--- config.mk ---
export PLATFORM = sky130hd
export DESIGN_NAME = sa_test_sequencer
export DESIGN_NICKNAME = d
export VERILOG_FILES = /design/src/rtl/sa_test_pkg.sv /design/src/rtl/sa_result_cmp.sv /design/src/rtl/sa_test_sequencer.sv
export SDC_FILE = /design/constraint.sdc
export NUM_CORES = 1
export LEC_CHECK = 0
export BUFFER_PORTS_ARGS = -buffer_cell sky130_fd_sc_hd__buf_4
export CORE_MARGIN = 2
export CORE_UTILIZATION = 25
export DETAILED_ROUTE_END_ITERATION = 12
export PLACE_DENSITY = 0.55
export SLEW_MARGIN = 20
export SYNTH_ARGS = -nofsm -noshare
export SYNTH_HDL_FRONTEND = slang
export SYNTH_SLANG_ARGS = --single-unit
export TNS_END_PERCENT = 50
--- constraint.sdc ---
create_clock -name clk -period 3.6 [get_ports clk]
set_input_delay 0.36 -clock clk [delete_from_list [all_inputs] [get_ports clk]]
set_output_delay 0.36 -clock clk [all_outputs]
set_load 0.1 [all_outputs]
--- src/rtl/sa_test_pkg.sv ---
// Shared types and constants for the systolic-array test sequencer.
// Latency: n/a (definitions only).
// Backpressure: n/a (definitions only).
package sa_test_pkg;

    typedef enum logic [2:0] {
        S_IDLE   = 3'd0,
        S_LOAD_A = 3'd1,
        S_LOAD_B = 3'd2,
        S_LOAD_I = 3'd3,
        S_START  = 3'd4,
        S_WAIT   = 3'd5,
        S_CHECK  = 3'd6,
        S_DONE   = 3'd7
    } state_t;

    localparam int DEF_ROWS        = 4;
    localparam int DEF_DEPTH       = 256;
    localparam int DEF_DATA_W      = 16;
    localparam int DEF_OUT_W       = 32;
    localparam int DEF_INST_DEPTH  = 8;
    localparam int DEF_INST_W      = 4;
    localparam int DEF_MAX_N       = 8;
    localparam int DEF_TIMEOUT_CYC = 65535;

    // Source ROM layout: A operands, B operands, instructions, expected results.
    localparam int SRC_A_BASE     = 0;
    localparam int DEF_SRC_B_BASE = DEF_ROWS * DEF_DEPTH;
    localparam int DEF_SRC_I_BASE = 2 * DEF_ROWS * DEF_DEPTH;
    localparam int DEF_SRC_E_BASE = 2 * DEF_ROWS * DEF_DEPTH + DEF_INST_DEPTH;

    function automatic int src_b_base(input int rows, input int depth);
        return rows * depth;
    endfunction

    function automatic int src_i_base(input int rows, input int depth);
        return 2 * rows * depth;
    endfunction

    function automatic int src_e_base(input int rows, input int depth, input int inst_depth);
        return 2 * rows * depth + inst_depth;
    endfunction

    function automatic int src_words(input int rows, input int depth, input int inst_depth,
                                     input int max_n);
        return src_e_base(rows, depth, inst_depth) + max_n * rows * rows;
    endfunction

    function automatic int max_int(input int a, input int b);
        return (a > b) ? a : b;
    endfunction

endpackage

--- src/rtl/sa_result_cmp.sv ---
// Result comparator: counts matching words and latches the index of the first mismatch.
// Latency: counters update on the clock edge after vld.
// Backpressure: none; accepts one compare per cycle.
// Ports: clr restarts counting; vld/expected/actual/idx describe one compare;
//        match_count and first_err_idx (all-ones = no mismatch seen) are registered.
module sa_result_cmp #(
    parameter int OUT_W = 32,
    parameter int IDX_W = 7
) (
    input  logic             clk,
    input  logic             rst,
    input  logic             clr,
    input  logic             vld,
    input  logic [OUT_W-1:0] expected,
    input  logic [OUT_W-1:0] actual,
    input  logic [IDX_W-1:0] idx,
    output logic [IDX_W:0]   match_count,
    output logic [IDX_W:0]   first_err_idx
);

    always_ff @(posedge clk or negedge rst) begin
        if (!rst) begin
            match_count   <= '0;
            first_err_idx <= '1;
        end else if (clr) begin
            match_count   <= '0;
            first_err_idx <= '1;
        end else if (vld) begin
            if (expected == actual) begin
                match_count <= match_count + 1'b1;
            end else if (first_err_idx == '1) begin
                // idx is one bit narrower, so a real index never looks like "none"
                first_err_idx <= {1'b0, idx};
            end
        end
    end

endmodule

--- src/rtl/sa_test_sequencer.sv ---
// Test sequencer: loads A/B/instructions from a source ROM into a systolic-array DUT, starts it, checks results.
// Latency: 2*ROWS*DEPTH + INST_DEPTH + 4 cycles to ap_start, then WAIT, then NRES+1 check cycles.
// Backpressure: none; go while busy is ignored, WAIT is bounded by TIMEOUT_CYC.
// Ports: go/n_mat start a run; src_* read the ROM (latency 1); addr/data/en A,B,I write the DUT;
//        ap_start/ap_done handshake the DUT; addrO/dataO read results (latency 1); busy/done/pass/
//        timeout/match_count/first_err_idx report status, held in DONE until the next go.
module sa_test_sequencer
    import sa_test_pkg::*;
#(
    parameter int ROWS        = DEF_ROWS,
    parameter int DEPTH       = DEF_DEPTH,
    parameter int DATA_W      = DEF_DATA_W,
    parameter int OUT_W       = DEF_OUT_W,
    parameter int INST_DEPTH  = DEF_INST_DEPTH,
    parameter int INST_W      = DEF_INST_W,
    parameter int MAX_N       = DEF_MAX_N,
    parameter int TIMEOUT_CYC = DEF_TIMEOUT_CYC,
    localparam int SA_W = $clog2(src_words(ROWS, DEPTH, INST_DEPTH, MAX_N)),
    localparam int OA_W = $clog2(ROWS * DEPTH),
    localparam int IA_W = $clog2(INST_DEPTH),
    localparam int RA_W = $clog2(MAX_N * ROWS * ROWS),
    localparam int MC_W = RA_W + 1
) (
    input  logic              clk,
    input  logic              rst,
    input  logic              go,
    input  logic [3:0]        n_mat,
    output logic [SA_W-1:0]   src_addr,
    input  logic [OUT_W-1:0]  src_data,
    output logic [OA_W-1:0]   addrA,
    output logic [DATA_W-1:0] dataA,
    output logic              enA,
    output logic [OA_W-1:0]   addrB,
    output logic [DATA_W-1:0] dataB,
    output logic              enB,
    output logic [IA_W-1:0]   addrI,
    output logic [INST_W-1:0] dataI,
    output logic              enI,
    output logic              ap_start,
    input  logic              ap_done,
    output logic [RA_W-1:0]   addrO,
    input  logic [OUT_W-1:0]  dataO,
    output logic              busy,
    output logic              done,
    output logic              pass,
    output logic              timeout,
    output logic [MC_W-1:0]   match_count,
    output logic [MC_W-1:0]   first_err_idx
);

    localparam int OPW     = ROWS * DEPTH;
    localparam int RES_MAX = MAX_N * ROWS * ROWS;
    localparam int B_BASE  = src_b_base(ROWS, DEPTH);
    localparam int I_BASE  = src_i_base(ROWS, DEPTH);
    localparam int E_BASE  = src_e_base(ROWS, DEPTH, INST_DEPTH);
    localparam int CNT_MAX = max_int(max_int(OPW, INST_DEPTH), max_int(RES_MAX, TIMEOUT_CYC));
    localparam int CNT_W   = $clog2(CNT_MAX + 1);

    state_t           state;
    state_t           state_nxt;
    logic [CNT_W-1:0] cnt;
    logic [MC_W-1:0]  nres;
    logic [MC_W-1:0]  nres_calc;
    logic             timeout_q;
    logic             start_req;
    logic             clr_status;
    logic             cmp_vld;
    logic [RA_W-1:0]  cmp_idx;

    assign start_req  = (state == S_IDLE) && go;
    assign clr_status = go && ((state == S_IDLE) || (state == S_DONE));

    always_comb begin
        if (int'(n_mat) > MAX_N) begin
            nres_calc = MC_W'(MAX_N * ROWS * ROWS);
        end else begin
            nres_calc = MC_W'(int'(n_mat) * ROWS * ROWS);
        end
    end

    // State register
    always_ff @(posedge clk or negedge rst) begin
        if (!rst) begin
            state <= S_IDLE;
        end else begin
            state <= state_nxt;
        end
    end

    // Next-state logic
    always_comb begin
        state_nxt = state;
        unique case (state)
            S_IDLE:   if (go) state_nxt = S_LOAD_A;
            S_LOAD_A: if (cnt == CNT_W'(OPW)) state_nxt = S_LOAD_B;
            S_LOAD_B: if (cnt == CNT_W'(OPW)) state_nxt = S_LOAD_I;
            S_LOAD_I: if (cnt == CNT_W'(INST_DEPTH)) state_nxt = S_START;
            S_START:  state_nxt = S_WAIT;
            S_WAIT: begin
                // A completion on the final allowed cycle still wins over the timeout
                if (ap_done) begin
                    state_nxt = S_CHECK;
                end else if (cnt == CNT_W'(TIMEOUT_CYC - 1)) begin
                    state_nxt = S_DONE;
                end
            end
            S_CHECK:  if (cnt == CNT_W'(nres)) state_nxt = S_DONE;
            S_DONE:   if (go) state_nxt = S_IDLE;
            default:  state_nxt = S_IDLE;
        endcase
    end

    // Per-state cycle counter, restarted on every state change
    always_ff @(posedge clk or negedge rst) begin
        if (!rst) begin
            cnt <= '0;
        end else if ((state_nxt != state) || (state == S_IDLE) || (state == S_DONE)) begin
            cnt <= '0;
        end else begin
            cnt <= cnt + 1'b1;
        end
    end

    always_ff @(posedge clk or negedge rst) begin
        if (!rst) begin
            nres      <= '0;
            timeout_q <= 1'b0;
        end else begin
            if (start_req) begin
                nres <= nres_calc;
            end
            if (clr_status) begin
                timeout_q <= 1'b0;
            end else if ((state == S_WAIT) && (state_nxt == S_DONE)) begin
                timeout_q <= 1'b1;
            end
        end
    end

    // Outputs: address issued at cnt, the matching write/compare lands at cnt+1
    always_comb begin
        src_addr = '0;
        addrA    = '0;
        dataA    = '0;
        enA      = 1'b0;
        addrB    = '0;
        dataB    = '0;
        enB      = 1'b0;
        addrI    = '0;
        dataI    = '0;
        enI      = 1'b0;
        ap_start = 1'b0;
        addrO    = '0;
        cmp_vld  = 1'b0;
        cmp_idx  = '0;
        unique case (state)
            S_LOAD_A: begin
                if (cnt < CNT_W'(OPW)) src_addr = SA_W'(SRC_A_BASE) + SA_W'(cnt);
                if (cnt != '0) begin
                    enA   = 1'b1;
                    addrA = OA_W'(cnt - CNT_W'(1));
                    dataA = src_data[DATA_W-1:0];
                end
            end
            S_LOAD_B: begin
                if (cnt < CNT_W'(OPW)) src_addr = SA_W'(B_BASE) + SA_W'(cnt);
                if (cnt != '0) begin
                    enB   = 1'b1;
                    addrB = OA_W'(cnt - CNT_W'(1));
                    dataB = src_data[DATA_W-1:0];
                end
            end
            S_LOAD_I: begin
                if (cnt < CNT_W'(INST_DEPTH)) src_addr = SA_W'(I_BASE) + SA_W'(cnt);
                if (cnt != '0) begin
                    enI   = 1'b1;
                    addrI = IA_W'(cnt - CNT_W'(1));
                    dataI = src_data[INST_W-1:0];
                end
            end
            S_START: ap_start = 1'b1;
            S_CHECK: begin
                if (cnt < CNT_W'(nres)) begin
                    addrO    = RA_W'(cnt);
                    src_addr = SA_W'(E_BASE) + SA_W'(cnt);
                end
                if (cnt != '0) begin
                    cmp_vld = 1'b1;
                    cmp_idx = RA_W'(cnt - CNT_W'(1));
                end
            end
            default: ;
        endcase
    end

    assign busy    = (state != S_IDLE) && (state != S_DONE);
    assign done    = (state == S_DONE);
    assign timeout = timeout_q;
    assign pass    = (state == S_DONE) && !timeout_q && (match_count == nres);

    sa_result_cmp #(
        .OUT_W (OUT_W),
        .IDX_W (RA_W)
    ) u_cmp (
        .clk           (clk),
        .rst           (rst),
        .clr           (clr_status),
        .vld           (cmp_vld),
        .expected      (src_data),
        .actual        (dataO),
        .idx           (cmp_idx),
        .match_count   (match_count),
        .first_err_idx (first_err_idx)
    );

endmodule

[Word-level counts from Yosys, hierarchy flattened]
Cells that the tools add are included.
W data, S select, Z words.
Storage, ports and cells
  word-level logic and storage cells: 98
  output and inout bits: 102
  flip-flop bits (word level): 44
Operators by class
  order comparisons: 4
  add/sub/neg operators: 6
  equality and inequality tests: 18
  mux-type cells: 45
  reduce and logical (&&, ||, !) cells: 19
Operators by type and width (count)
  $mux W16: 4
  $mux W8: 8
  $mux W12: 4
  $pmux W12 S4: 1
  $eq A32 B32 Y1: 1
  $mux W10: 3
  $mux W3: 10
  $mux W7: 4
  $add A12 B12 Y12 const A: 2
  $pmux W3 S8: 1
  $add A16 B1 Y16 const B: 1
  $eq A16 B11 Y1 const B: 1
  $eq A16 B16 Y1 const B: 1
  $eq A16 B4 Y1 const B: 1
  $eq A16 B8 Y1: 1
  $lt A16 B11 Y1 const B: 1
  $lt A16 B4 Y1 const B: 1
  $lt A16 B8 Y1: 1
  $reduce_bool A16 Y1: 1
  $eq A3 B3 Y1 const B: 5
  $add A11 B12 Y12 const A: 1
  $sub A10 B1 Y10 const B: 1
  $add A8 B1 Y8 const B: 1
  $eq A8 B8 Y1: 1
  other kinds (17): 36

[Depth between registers and ports, before layout]
Gate-level depths: netlist of the first run.
  depth after elaboration: 8
  gate-level depth with buffers: 11
  mapped depth without buffers: 7

[Modules after synthesis]
A second synthesis of the first run with hierarchy kept.
Unflattened totals
  cell total of the unflattened synthesis: 468
  area total of the unflattened synthesis: 3817.4 um^2
Modules (own cells, without submodules)
  sa_test_sequencer: area each 2672.6 um^2, cells each 355, times used 1, seq. area each 600.6 um^2
  sa_result_cmp: area each 1144.8 um^2, cells each 113, times used 1, seq. area each 410.4 um^2

[Worst setup path after synthesis of the first run]
No wires, ideal clock.
  kind: register to output
  start: reg u_cmp.match_count[0]
  end: out pass
  data required time: 3.240 ns
  slack: -1.382 ns
  stages on the path, launching flop included: 5
  data arrival time: 4.622 ns
  cell sequence: dfrtp_1 -> inv_1 -> ha_1 -> or4b_2 -> nor4_1
Between the ends
  cells in the longest elaborated chain, start to end: 2
RTL lines
  start, declared: line sa_result_cmp.sv:17  | output logic [IDX_W:0] match_count,
  start signal, assigned: line sa_result_cmp.sv:30  | match_count <= match_count + 1'b1;
  $eq A8 B8 Y1: line sa_test_sequencer.sv:199  | assign pass = (state == S_DONE) && !timeout_q && (match_count == nres);
  $logic_and A1 B1 Y1: line sa_test_sequencer.sv:199
  end, declared: line sa_test_sequencer.sv:45  | output logic pass,
Every way passes these cells.

[Worst setup path in the final report of the first run]
  start: reg cnt[6]
  end: out src_addr[3]
Between the ends
  cells in the longest elaborated chain, start to end: 3
  elaborated cells on any way between the ends: 8
RTL lines
  start, declared: line sa_test_sequencer.sv:61  | logic [CNT_W-1:0] cnt;
  start signal, assigned: line sa_test_sequencer.sv:120  | cnt <= cnt + 1'b1;
  $lt A16 B8 Y1, or another cell as far along: line sa_test_sequencer.sv:183  | if (cnt < CNT_W'(nres)) begin
  $mux W12, on equally long branches
  $pmux W12 S4 (*): line sa_test_sequencer.sv:156  | unique case (state)
  end, declared: line sa_test_sequencer.sv:28  | output logic [SA_W-1:0] src_addr,
Mark *: on every way between the ends. The rest lies on a longest branch, timed or not.

==> metrics.csv, run 1 <==
metric,value,unit
synth_edf_count,0,
place_congestion,0.982,
diodes,0,
critPathLaunchType,register,
fp.coreArea,0.0145,sq mm
synthDistinctLibCells,58,
finalClockSkew,0.0140,ns
hold_path_class,input port to async pin,
setup_viol,0,
relSlewSlack,0.461,
status,"finished, final reports clean",
wl_per_cell,17.2,um
critical_path.endpoint_type,primary output,
io_pins,174,
postCtsHoldBufs,0,
cts.sinks,40,
vdd_drop_max,0.562,mV
clk_pin_slew_worst_paths,0.07,ns
crit_chain,ha_1 > a21o_1 > a2111oi_2 > buf_4 > inv_1 > o21ai_0 > buf_4,
antenna_found_initial,0,
yosysWarningCount,0,
insertion_delay,0.29,ns
cts_root_buffer,clkbuf_16,
cpMaxStageDelayCell,dfrtp_1,
netSwitchingFraction,0.658,
cp_common_cell,buf_4,
io_buffers,173,
syn_nets,540,
grt_pass1_wl,21.3,mm
ant_nets,0,
dp_hpwl,10.9,mm
syn_area_per_cell,8.14,sq um
power.internal,0.00159,W
reg2reg_to,cnt[3]$_DFF_PN0_,
htree_levels,2,
num_rows,44,
post_cts_resized,0,
die_h,125,um
first_pass_iters,5,
cellLeakagePower,2.50,nW
ys_ff_latch,40,
r2r_setup_slack,0.93,ns
vias,3907,
syn_inst,453,
crit_fanout,12,
cts_tree,yes,
yosysSeqAreaShare,0.274,
grt_max_degree,41,
fmax,301,MHz
synth_ff_type,dfrtp_1,
worstSetupPathType,register to primary output,
syn_area,0.00369,sq mm
power_density,891,mW/mm^2
seq_power_share,0.151,
arrival,2.96,ns
fillerInstances,1508,
fin_crit,3.32,ns
vias_per_cell,4.92,
initial_core_util,0.255,
die_w,125,um
r2r_start,cnt[0]$_DFF_PN0_,
dieArea,0.0157,sq mm
p_comb_frac,0.755,
remaining_drc_errors,0,
setup-tns-final,0,ns
worst_pin_slew,0.806,ns
slew_viol_final,0,
cts_buffers,5,
hold_viol,0,
maxCapViolCount,0,
critical-path-max-stage-delay,0.68,ns
whs,0.0514,ns
p_sw,0.00307,W
post-cts-setup-buffers,0,
syn2layout_area_growth,41.7,%
drt-total-wl,13.6,mm
finalCritPeriodShare,0.923,
grt_setup_unrepaired,false,
grt-ovfl-total,0,
max-clock-path-buffers,2,
r2r_cells,7,
grt.total_usage,0.167,
async_reset_ff_frac,1.00,
drt-initial-drc-count,224,
drive_gt1_frac,0.343,
grt_pass1_vias,3904,
p_clk_frac,0.094,
crit_required,3.24,ns
layout.nets,696,
==> synthesized netlist by cell type, drive strengths merged (18+ instances only) <==
cell type / instances / area (sq um)
buf: 20 / 125
nand4: 23 / 144
inv: 25 / 93.8
and2: 45 / 282
nand2: 24 / 90.1
xnor2: 19 / 166
nand3: 18 / 103
nor2: 55 / 221
xor2: 40 / 350
dfrtp: 32 / 801
nor3: 22 / 131
==> layer usage <==
| metal | track usage | wire length, um |
|---|---|---|
| met5 | 0 | 0 |
| met4 | 0.0353 | 184 |
| met3 | 0.0325 | 955 |
| met2 | 0.308 | 7110 |
| met1 | 0.200 | 5370 |
==> critical path, delay by kind of cell, from the launching register on <==
kind | cells | cell delay (ns)
adder cells (fa/ha/maj) | 1 | 0.36
AO/OA/AOI/OAI | 3 | 0.85
buffers and inverters | 3 | 0.77
flip-flops | 1 | 0.68
==> power by group through the flow <==
stage               Combinational (W)  Clock [W]  Sequential (W)
floorplan                     0.00258          0        0.000934
global placement              0.00351          0        0.000706
detailed placement            0.00354          0        0.000711
CTS                           0.00354   0.000448        0.000704
global route                  0.00368   0.000464        0.000723
finish                        0.00352   0.000439        0.000702
==> cells in the final DEF (no fill, tap or decap), types with 2 or more instances in the layout <==
master and n:
and2_1 44, nor3_2 2, o21a_1 2, nand2b_1 5, ha_1 15, nor4_1 13, o21ai_0 11, and3_1 2
o211ai_1 4, nand3_1 17, mux2i_1 8, buf_4 175, clkbuf_1 2, nor3_1 19, nand3b_1 3, o31ai_1 3
inv_2 2, xor2_1 40, nor2_4 2, nand2_1 24, xnor2_1 19, nor2b_1 4, dfrtp_1 32, nand4_1 23
nor3b_1 2, a31oi_1 8, dfstp_2 8, inv_1 23, clkbuf_16 5, and4_1 2, nor2_1 53, or2_1 2
a21oi_1 9, or2_2 4
==> registers in the layout, indices dropped and copies added (netlist names) <==
signal,count
u_cmp.match_count,8
u_cmp.first_err_idx,8
state,3
cnt,16
nres,4
timeout,1
==> how the worst max path moves through the flow <==
stage / startpoint / endpoint / slack [ns] / cells past startpoint
2_1_floorplan: nres[6]$_DFFE_PN0P_ / src_addr[11] / -0.33 / 6
3_3_place_gp: cnt[6]$_DFF_PN0_ / src_addr[3] / 0.64 / 7
3_5_place_dp: cnt[6]$_DFF_PN0_ / src_addr[3] / 0.64 / 7
4_1_cts: cnt[6]$_DFF_PN0_ / src_addr[3] / 0.31 / 7
5_1_grt: cnt[6]$_DFF_PN0_ / src_addr[3] / 0.17 / 7
6_report: cnt[6]$_DFF_PN0_ / src_addr[3] / 0.28 / 7
==> cells by family after synthesis <==
logic type / Yosys count / share of synthesized area
xor+xnor: 59 / 0.140
simple gates: 231 / 0.348
mux: 8 / 0.0217
buf+inv: 51 / 0.0658
fa+ha+maj: 15 / 0.0509
compound gates: 49 / 0.0991
flops: 40 / 0.274
==> stage by stage <==
step	total power (W)	std cells	utilization	cell area (sq um)	worst slack, ns
2_1_floorplan	0.00351	453	-	3690	-0.333
3_3_place_gp	0.00422	786	0.352	5090	0.640
3_5_place_dp	0.00425	786	0.352	5090	0.639
4_1_cts	0.00469	794	0.361	5230	0.310
5_1_grt	0.00487	794	0.361	5230	0.165
6_report	0.00466	794	0.361	5230	0.279
==> cell type report <==
cell class                      count  area [sq um]  area share
Multi-Input combinational cell    362          2440       0.467
Inverter                           25          93.8      0.0180
Sequential cell                    40          1010       0.193
Clock inverter                      1          5.00    0.000957
Timing Repair Buffer              175          1310       0.251
Tap cell                          184           230      0.0440
Clock buffer                        7           133      0.0254
Power figures use the tool's default switching activity.
==> run 2: changes to the inputs <==
--- a/config.mk
+++ b/config.mk
@@ -9,6 +9,7 @@
 export CORE_MARGIN = 2
 export CORE_UTILIZATION = 25
 export DETAILED_ROUTE_END_ITERATION = 12
+export MAX_ROUTING_LAYER = met4
 export PLACE_DENSITY = 0.55
 export SLEW_MARGIN = 20
 export SYNTH_ARGS = -nofsm -noshare
==> run 2 against run 1 <==
  * Sequential cell count is the same
  * Maximum frequency up 0.12%
  * Clock power barely moved
  * Clock skew shrank 0.0045 ns
  * Total power increased by 0.11%
  * Sequential share of layout area stayed put
  * Critical path depth unchanged
  * Routed wire length fell by 0.26%
  * Register-to-register slack gained 0.02 ns
  * Die area unchanged
  * Critical path type unchanged
  * Largest cell class unchanged
  * Highest routed layer unchanged
==> metrics.csv, run 2 (synthesis gave the netlist of run 1 again) <==
metric,value,unit,change
status,"finished, final reports clean",,unchanged
htree_levels,2,,unchanged
critical_path.endpoint_type,primary output,,unchanged
setup-tns-final,0,ns,unchanged
cellLeakagePower,2.50,nW,unchanged
worstSetupPathType,register to primary output,,unchanged
postCtsHoldBufs,0,,unchanged
worst_pin_slew,0.825,ns,was 0.806 ns
final_cell_mix,"175 x buf_4, 53 x nor2_1, 44 x and2_1, 40 x xor2_1, 32 x dfrtp_1",,unchanged
grt_pass1_vias,3862,,was 3904
die_h,125,um,unchanged
grt_max_degree,41,,unchanged
final_common_cell,buf_4,,unchanged
fp.coreArea,0.0145,sq mm,unchanged
vias,3842,,was 3907
ant_nets,0,,unchanged
relSlewSlack,0.449,,was 0.461
crit_chain,ha_1 > a21o_1 > a2111oi_2 > buf_4 > inv_1 > o21ai_0 > buf_4,,unchanged
crit_fanout,12,,unchanged
clk_pin_slew_worst_paths,0.06,ns,was 0.07 ns
setup_viol,0,,unchanged
num_rows,44,,unchanged
hold_viol,0,,unchanged
cts_buffers,5,,unchanged
stdcell_count,794,,unchanged
reg.largest.list,"cnt x16, u_cmp.first_err_idx x8, u_cmp.match_count x8",,unchanged
hold_path_class,input port to async pin,,unchanged
layout.nets,696,,unchanged
place_ws,0.636,ns,was 0.639 ns
fmax,301,MHz,about the same
dp_hpwl,10.8,mm,was 10.9 mm
critPathTopFamily,compound AO/OA/AOI/OAI gates,,unchanged
drive_gt1_frac,0.343,,unchanged
critical-path-max-stage-delay,0.67,ns,was 0.68 ns
cpMaxStageDelayCell,dfrtp_1,,unchanged
drt-initial-drc-count,181,,was 224
initial_core_util,0.255,,unchanged
die_w,125,um,unchanged
dieArea,0.0157,sq mm,unchanged
regMostFlops,cnt,,unchanged
crit_buf_inv,3,,unchanged
finish.utilization,0.361,,unchanged
vias_per_cell,4.84,,was 4.92
cts.sinks,40,,unchanged
whs,0.0735,ns,was 0.0514 ns
fin_crit,3.32,ns,about the same
remaining_drc_errors,0,,unchanged
arrival,2.96,ns,about the same
io_pins,174,,unchanged
first_pass_iters,4,,was 5
maxCapViolCount,0,,unchanged
vdd_drop_max,0.556,mV,was 0.562 mV
antenna_found_initial,0,,unchanged
finalClockSkew,0.00954,ns,was 0.0140 ns
crit_required,3.24,ns,about the same
grt_setup_unrepaired,false,,unchanged
post-cts-setup-buffers,0,,unchanged
cp_common_cell,buf_4,,unchanged
critPathLaunchType,register,,unchanged
syn2layout_area_growth,41.7,%,unchanged
place_congestion,0.992,,was 0.982
post_cts_resized,0,,unchanged
max-clock-path-buffers,2,,unchanged
power_density,892,mW/mm^2,was 891 mW/mm^2
diodes,0,,unchanged
grt-ovfl-total,0,,unchanged
finalCritPeriodShare,0.921,,was 0.923
largest_register_ffs,16,,unchanged
grt.total_usage,0.171,,was 0.167
grt_pass1_wl,20.8,mm,was 21.3 mm
cts_tree,yes,,unchanged
wl_per_cell,17.1,um,was 17.2 um
setup_slack,0.283,ns,was 0.279 ns
io_buffers,173,,unchanged
cts_root_buffer,clkbuf_16,,unchanged
slew_viol_final,0,,unchanged
insertion_delay,0.29,ns,about the same
fillerInstances,1536,,was 1508
drt-total-wl,13.6,mm,about the same
dp.cells,786,,unchanged
-- run 2: area by class of cell --
class / instances / area [sq um] / share of cell area
clock buffer: 7 / 133 / 0.0254
clock inverter: 1 / 5.00 / 0.000957
inverter: 25 / 93.8 / 0.0180
multi-input combinational: 362 / 2440 / 0.467
sequential: 40 / 1010 / 0.193
tap: 184 / 230 / 0.0440
timing repair buffer: 175 / 1310 / 0.251
-- run 2: power by group --
part           leakage [nW]  switching [W]  internal (W)  total [W]
logic                  1.92        0.00275      0.000770    0.00352
registers             0.519       0.000136      0.000567   0.000703
clock network        0.0679       0.000185      0.000257   0.000442
total                  2.50        0.00307       0.00159    0.00466
-- run 2: worst reg2reg max path, stage by stage, from the launching register on --
cell and delay [ns]:
dfrtp_1 0.50, inv_1 0.18, ha_1 0.20, or3b_1 0.49, nor2_4 0.19, nand3_4 0.11, o311ai_4 0.69, nor3_1 0.14
-- run 2: per-stage QoR --
| step | instance area (sq um) | total power, W |
|---|---|---|
| after floorplan | 3690 | 0.00351 |
| after global placement | 5090 | 0.00422 |
| after detailed placement | 5090 | 0.00424 |
| after CTS | 5230 | 0.00469 |
| after global routing | 5230 | 0.00487 |
| final | 5230 | 0.00466 |
-- run 2: path summary, 6_finish.rpt --
path                       slack [ns]                                from  depth (start not counted)                                 end
setup / recovery                 0.28                    cnt[6]$_DFF_PN0_                          7                        src_addr[11]
hold / removal                   0.07                                 rst                          1                   cnt[11]$_DFF_PN0_
setup reg to reg                 0.95                    cnt[0]$_DFF_PN0_                          7                   cnt[10]$_DFF_PN0_
hold reg to reg                  0.50  u_cmp.first_err_idx[7]$_DFFE_PN1P_                          2  u_cmp.first_err_idx[7]$_DFFE_PN1P_
max in group asynchronous        3.14                                 rst                          1  u_cmp.first_err_idx[4]$_DFFE_PN1P_
min in group clk                 0.28                                  go                          2                  state[2]$_DFF_PN0_
-- run 2: layer usage --
| layer | GRT usage | vias up | routed length, um | part of all wire |
|---|---|---|---|---|
| li1 | - | 1874 | - | - |
| met3 | 0.0338 | 15 | 787 | 0.058 |
| met4 | 0.0346 | 0 | 172 | 0.013 |
| met5 | - | - | 0 | 0 |
| met2 | 0.307 | 145 | 6950 | 0.51 |
| met1 | 0.196 | 1808 | 5680 | 0.42 |
==> run 3: changes to the inputs <==
--- a/config.mk
+++ b/config.mk
@@ -14,5 +14,6 @@
 export SLEW_MARGIN = 20
 export SYNTH_ARGS = -nofsm -noshare
 export SYNTH_HDL_FRONTEND = slang
+export SYNTH_HIERARCHICAL = 1
 export SYNTH_SLANG_ARGS = --single-unit
 export TNS_END_PERCENT = 50
==> constraint.sdc (replaced) <==
create_clock -name clk -period 3.6 [get_ports clk]
set_input_delay 0.36 -clock clk [delete_from_list [all_inputs] [get_ports clk]]
set_output_delay 0.36 -clock clk [all_outputs]
set_load 0.005 [all_outputs]
==> run 3 against run 2 <==
  * Combinational power down 51%
  * Critical path depth stayed put
  * Non-clock buffer count increased by 4
  * Critical endpoint is now dataA[3]
  * Largest cell class unchanged
  * Area after synthesis up 3.5%
  * Total power down 37%
==> metrics.csv, run 3 <==
metric,value,unit,change
drt-total-wl,14.2,mm,was 13.6 mm
worst_pin_slew,0.568,ns,was 0.825 ns
dpl_cell_area,0.00526,sq mm,was 0.00509 sq mm
vdd_drop_max,0.215,mV,was 0.556 mV
die_w,128,um,was 125 um
regMostFlops,cnt,,unchanged
post_cts_resized,0,,unchanged
cpMaxStageDelayCell,dfrtp_1,,unchanged
wl_met3,1.07,mm,was 787 um
setup_viol,0,,unchanged
crit_fanout,20,,was 12
syn_area,0.00382,sq mm,was 0.00369 sq mm
final_cell_mix,"179 x buf_4, 66 x nor2_1, 35 x xor2_1, 32 x dfrtp_1",,"was 175 x buf_4, 53 x nor2_1, 44 x and2_1, 40 x xor2_1, 32 x dfrtp_1"
r2r_setup_slack,0.64,ns,was 0.95 ns
cp_common_cell,nand3_2,,was buf_4
vias,4020,,was 3842
ys_ff_latch,40,,unchanged
antenna_found_initial,0,,unchanged
hold_path_class,input port to async pin,,unchanged
final_common_cell,buf_4,,unchanged
drive_gt1_frac,0.352,,was 0.343
dp_hpwl,11.5,mm,was 10.8 mm
setup-tns-final,0,ns,unchanged
wl_met2,6.97,mm,was 6.95 mm
crit_chain,nor4_4 > and4_4 > nand3_2 > nand3_2 > inv_2 > and2_1 > buf_4,,was ha_1 > a21o_1 > a2111oi_2 > buf_4 > inv_1 > o21ai_0 > buf_4
async_reset_ff_frac,1.00,,unchanged
critical-path-max-stage-delay,0.44,ns,was 0.67 ns
cts_root_buffer,clkbuf_16,,unchanged
die_h,128,um,was 125 um
cts.sinks,40,,unchanged
relSlewSlack,0.620,,was 0.449
syn_area_per_cell,8.16,sq um,was 8.14 sq um
postCtsHoldBufs,0,,unchanged
drt-initial-drc-count,188,,was 181
cellLeakagePower,2.63,nW,was 2.50 nW
insertion_delay,0.28,ns,was 0.29 ns
grt_setup_unrepaired,false,,unchanged
synthDistinctLibCells,59,,was 58
arrival,2.77,ns,was 2.96 ns
hold_viol,0,,unchanged
cts_tree,yes,,unchanged
yosysSeqAreaShare,0.265,,was 0.274
critPathTopFamily,simple AND/OR/NAND/NOR gates,,was compound AO/OA/AOI/OAI gates
vias_per_cell,4.89,,was 4.84
syn2layout_area_growth,42.6,%,was 41.7%
ant_nets,0,,unchanged
maxCapViolCount,0,,unchanged
grt_pass1_vias,4011,,was 3862
yosysMostFrequentCell,nor2_1,,unchanged
diodes,0,,unchanged
power_density,543,mW/mm^2,was 892 mW/mm^2
synth_area_leaders,"dfrtp_1 21%, xor2_1 8.0%, nor2_1 6.5%",,"was dfrtp_1 22%, xor2_1 9.5%, and2_1 7.5%"
io_pins,174,,unchanged
dieArea,0.0163,sq mm,was 0.0157 sq mm
grt_pass1_wl,21.8,mm,was 20.8 mm
synth_ff_type,dfrtp_1,,unchanged
synth_edf_count,0,,unchanged
initial_core_util,0.254,,was 0.255
synthTopCellsByCount,"66 x nor2_1, 35 x xor2_1, 32 x dfrtp_1",,"was 53 x nor2_1, 44 x and2_1, 40 x xor2_1"
critical_path.endpoint_type,primary output,,unchanged
place_congestion,0.905,,was 0.992
finalCritPeriodShare,0.869,,was 0.921
slew_viol_final,0,,unchanged
fp.coreArea,0.0150,sq mm,was 0.0145 sq mm
finalClockSkew,0.00595,ns,was 0.00954 ns
grt.total_usage,0.174,,was 0.171
maxUsedRoutingLayer,met4,,unchanged
htree_levels,2,,unchanged
stdcell_area,0.00545,sq mm,was 0.00523 sq mm
wl_met1,5.89,mm,was 5.68 mm
reg.largest.list,"cnt x16, u_cmp/first_err_idx x8, u_cmp/match_count x8",,"was cnt x16, u_cmp.first_err_idx x8, u_cmp.match_count x8"
grt_max_degree,41,,unchanged
syn_nets,556,,was 540
critPathLaunchType,register,,unchanged
wl_per_cell,17.3,um,was 17.1 um
syn_inst,468,,was 453
yosysWarningCount,6,,was 0
worstSetupPathType,register to primary output,,unchanged
crit_required,3.24,ns,about the same
crit_buf_inv,2,,was 3
fmax,320,MHz,was 301 MHz
first_pass_iters,4,,unchanged
max-clock-path-buffers,2,,unchanged
grt-ovfl-total,0,,unchanged
fin_crit,3.13,ns,was 3.32 ns
remaining_drc_errors,0,,unchanged
clk_pin_slew_worst_paths,0.06,ns,about the same
io_buffers,173,,unchanged
layout.nets,721,,was 696
fillerInstances,1585,,was 1536
largest_register_ffs,16,,unchanged
cts_buffers,5,,unchanged
yosysTopAreaCell,dfrtp_1,,unchanged
synth_top_area_share,0.210,,was 0.217
num_rows,45,,was 44
post-cts-setup-buffers,0,,unchanged
status,"finished, final reports clean",,unchanged
==> run 3: cell types whose count changed after synthesis, moves of 7 or more <==
cell,previous run,this run
and2_1,44,21
and3_1,2,18
nand4_1,23,9
nor2_1,53,66
nor2b_1,4,11
o22a_1,0,8
==> run 3: final cells by class <==
cell class	count	area (sq um)	share of cell area
Multi-Input combinational cell	381	2570	0.473
Sequential cell	40	1010	0.186
Timing Repair Buffer	179	1340	0.247
Clock buffer	7	153	0.0280
Clock inverter	1	30.0	0.00551
Tap cell	188	235	0.0432
Inverter	26	97.6	0.0179
==> run 3: cell families (layout without fill, tap and decap cells) <==
family	after synthesis	after routing	share of synthesized area
XOR/XNOR	59	59	0.135
adder cells (fa/ha/maj)	16	16	0.0524
buffers and inverters	47	213	0.0606
flip-flops	40	40	0.265
AND/OR/NAND/NOR	241	241	0.359
AO/OA/AOI/OAI	55	55	0.0993
multiplexers	10	10	0.0285
==> run 3: power breakdown <==
part | internal [W] | leakage, nW | switching, W
Combinational | 0.000749 | 2.02 | 0.000966
Sequential | 0.000554 | 0.519 | 0.000138
Clock | 0.000365 | 0.0901 | 0.000182
==> run 3: path summary, 6_finish.rpt <==
check / from / cells past startpoint / endpoint
max: cnt[12]$_DFF_PN0_ / 7 / dataA[3]
min: rst / 1 / u_cmp/match_count[4]$_DFFE_PN0P_
max reg2reg: cnt[0]$_DFF_PN0_ / 9 / u_cmp/match_count[7]$_DFFE_PN0P_
min reg2reg: u_cmp/first_err_idx[7]$_DFFE_PN1P_ / 1 / u_cmp/first_err_idx[7]$_DFFE_PN1P_
max in group asynchronous: rst / 1 / u_cmp/first_err_idx[4]$_DFFE_PN1P_
min in group clk: n_mat[3] / 3 / nres[7]$_DFFE_PN0P_
==> run 3: metal layers <==
metal,track usage,up-vias
met3,0.0306,22
li1,-,1948
met5,-,-
met4,0.0401,0
met1,0.210,1856
met2,0.302,194
==> run 3: stage by stage <==
stage                     std cells  hold WS (ns)  utilization  worst slack [ns]  total power [W]
after floorplan                 468        0.0644            -              1.21          0.00170
after global placement          814         0.373        0.350             0.791          0.00240
after detailed placement        814         0.382        0.350             0.666          0.00241
after CTS                       822        0.0779        0.362             0.472          0.00298
after global routing            822        0.0915        0.362             0.262          0.00319
final                           822        0.0497        0.362             0.472          0.00295
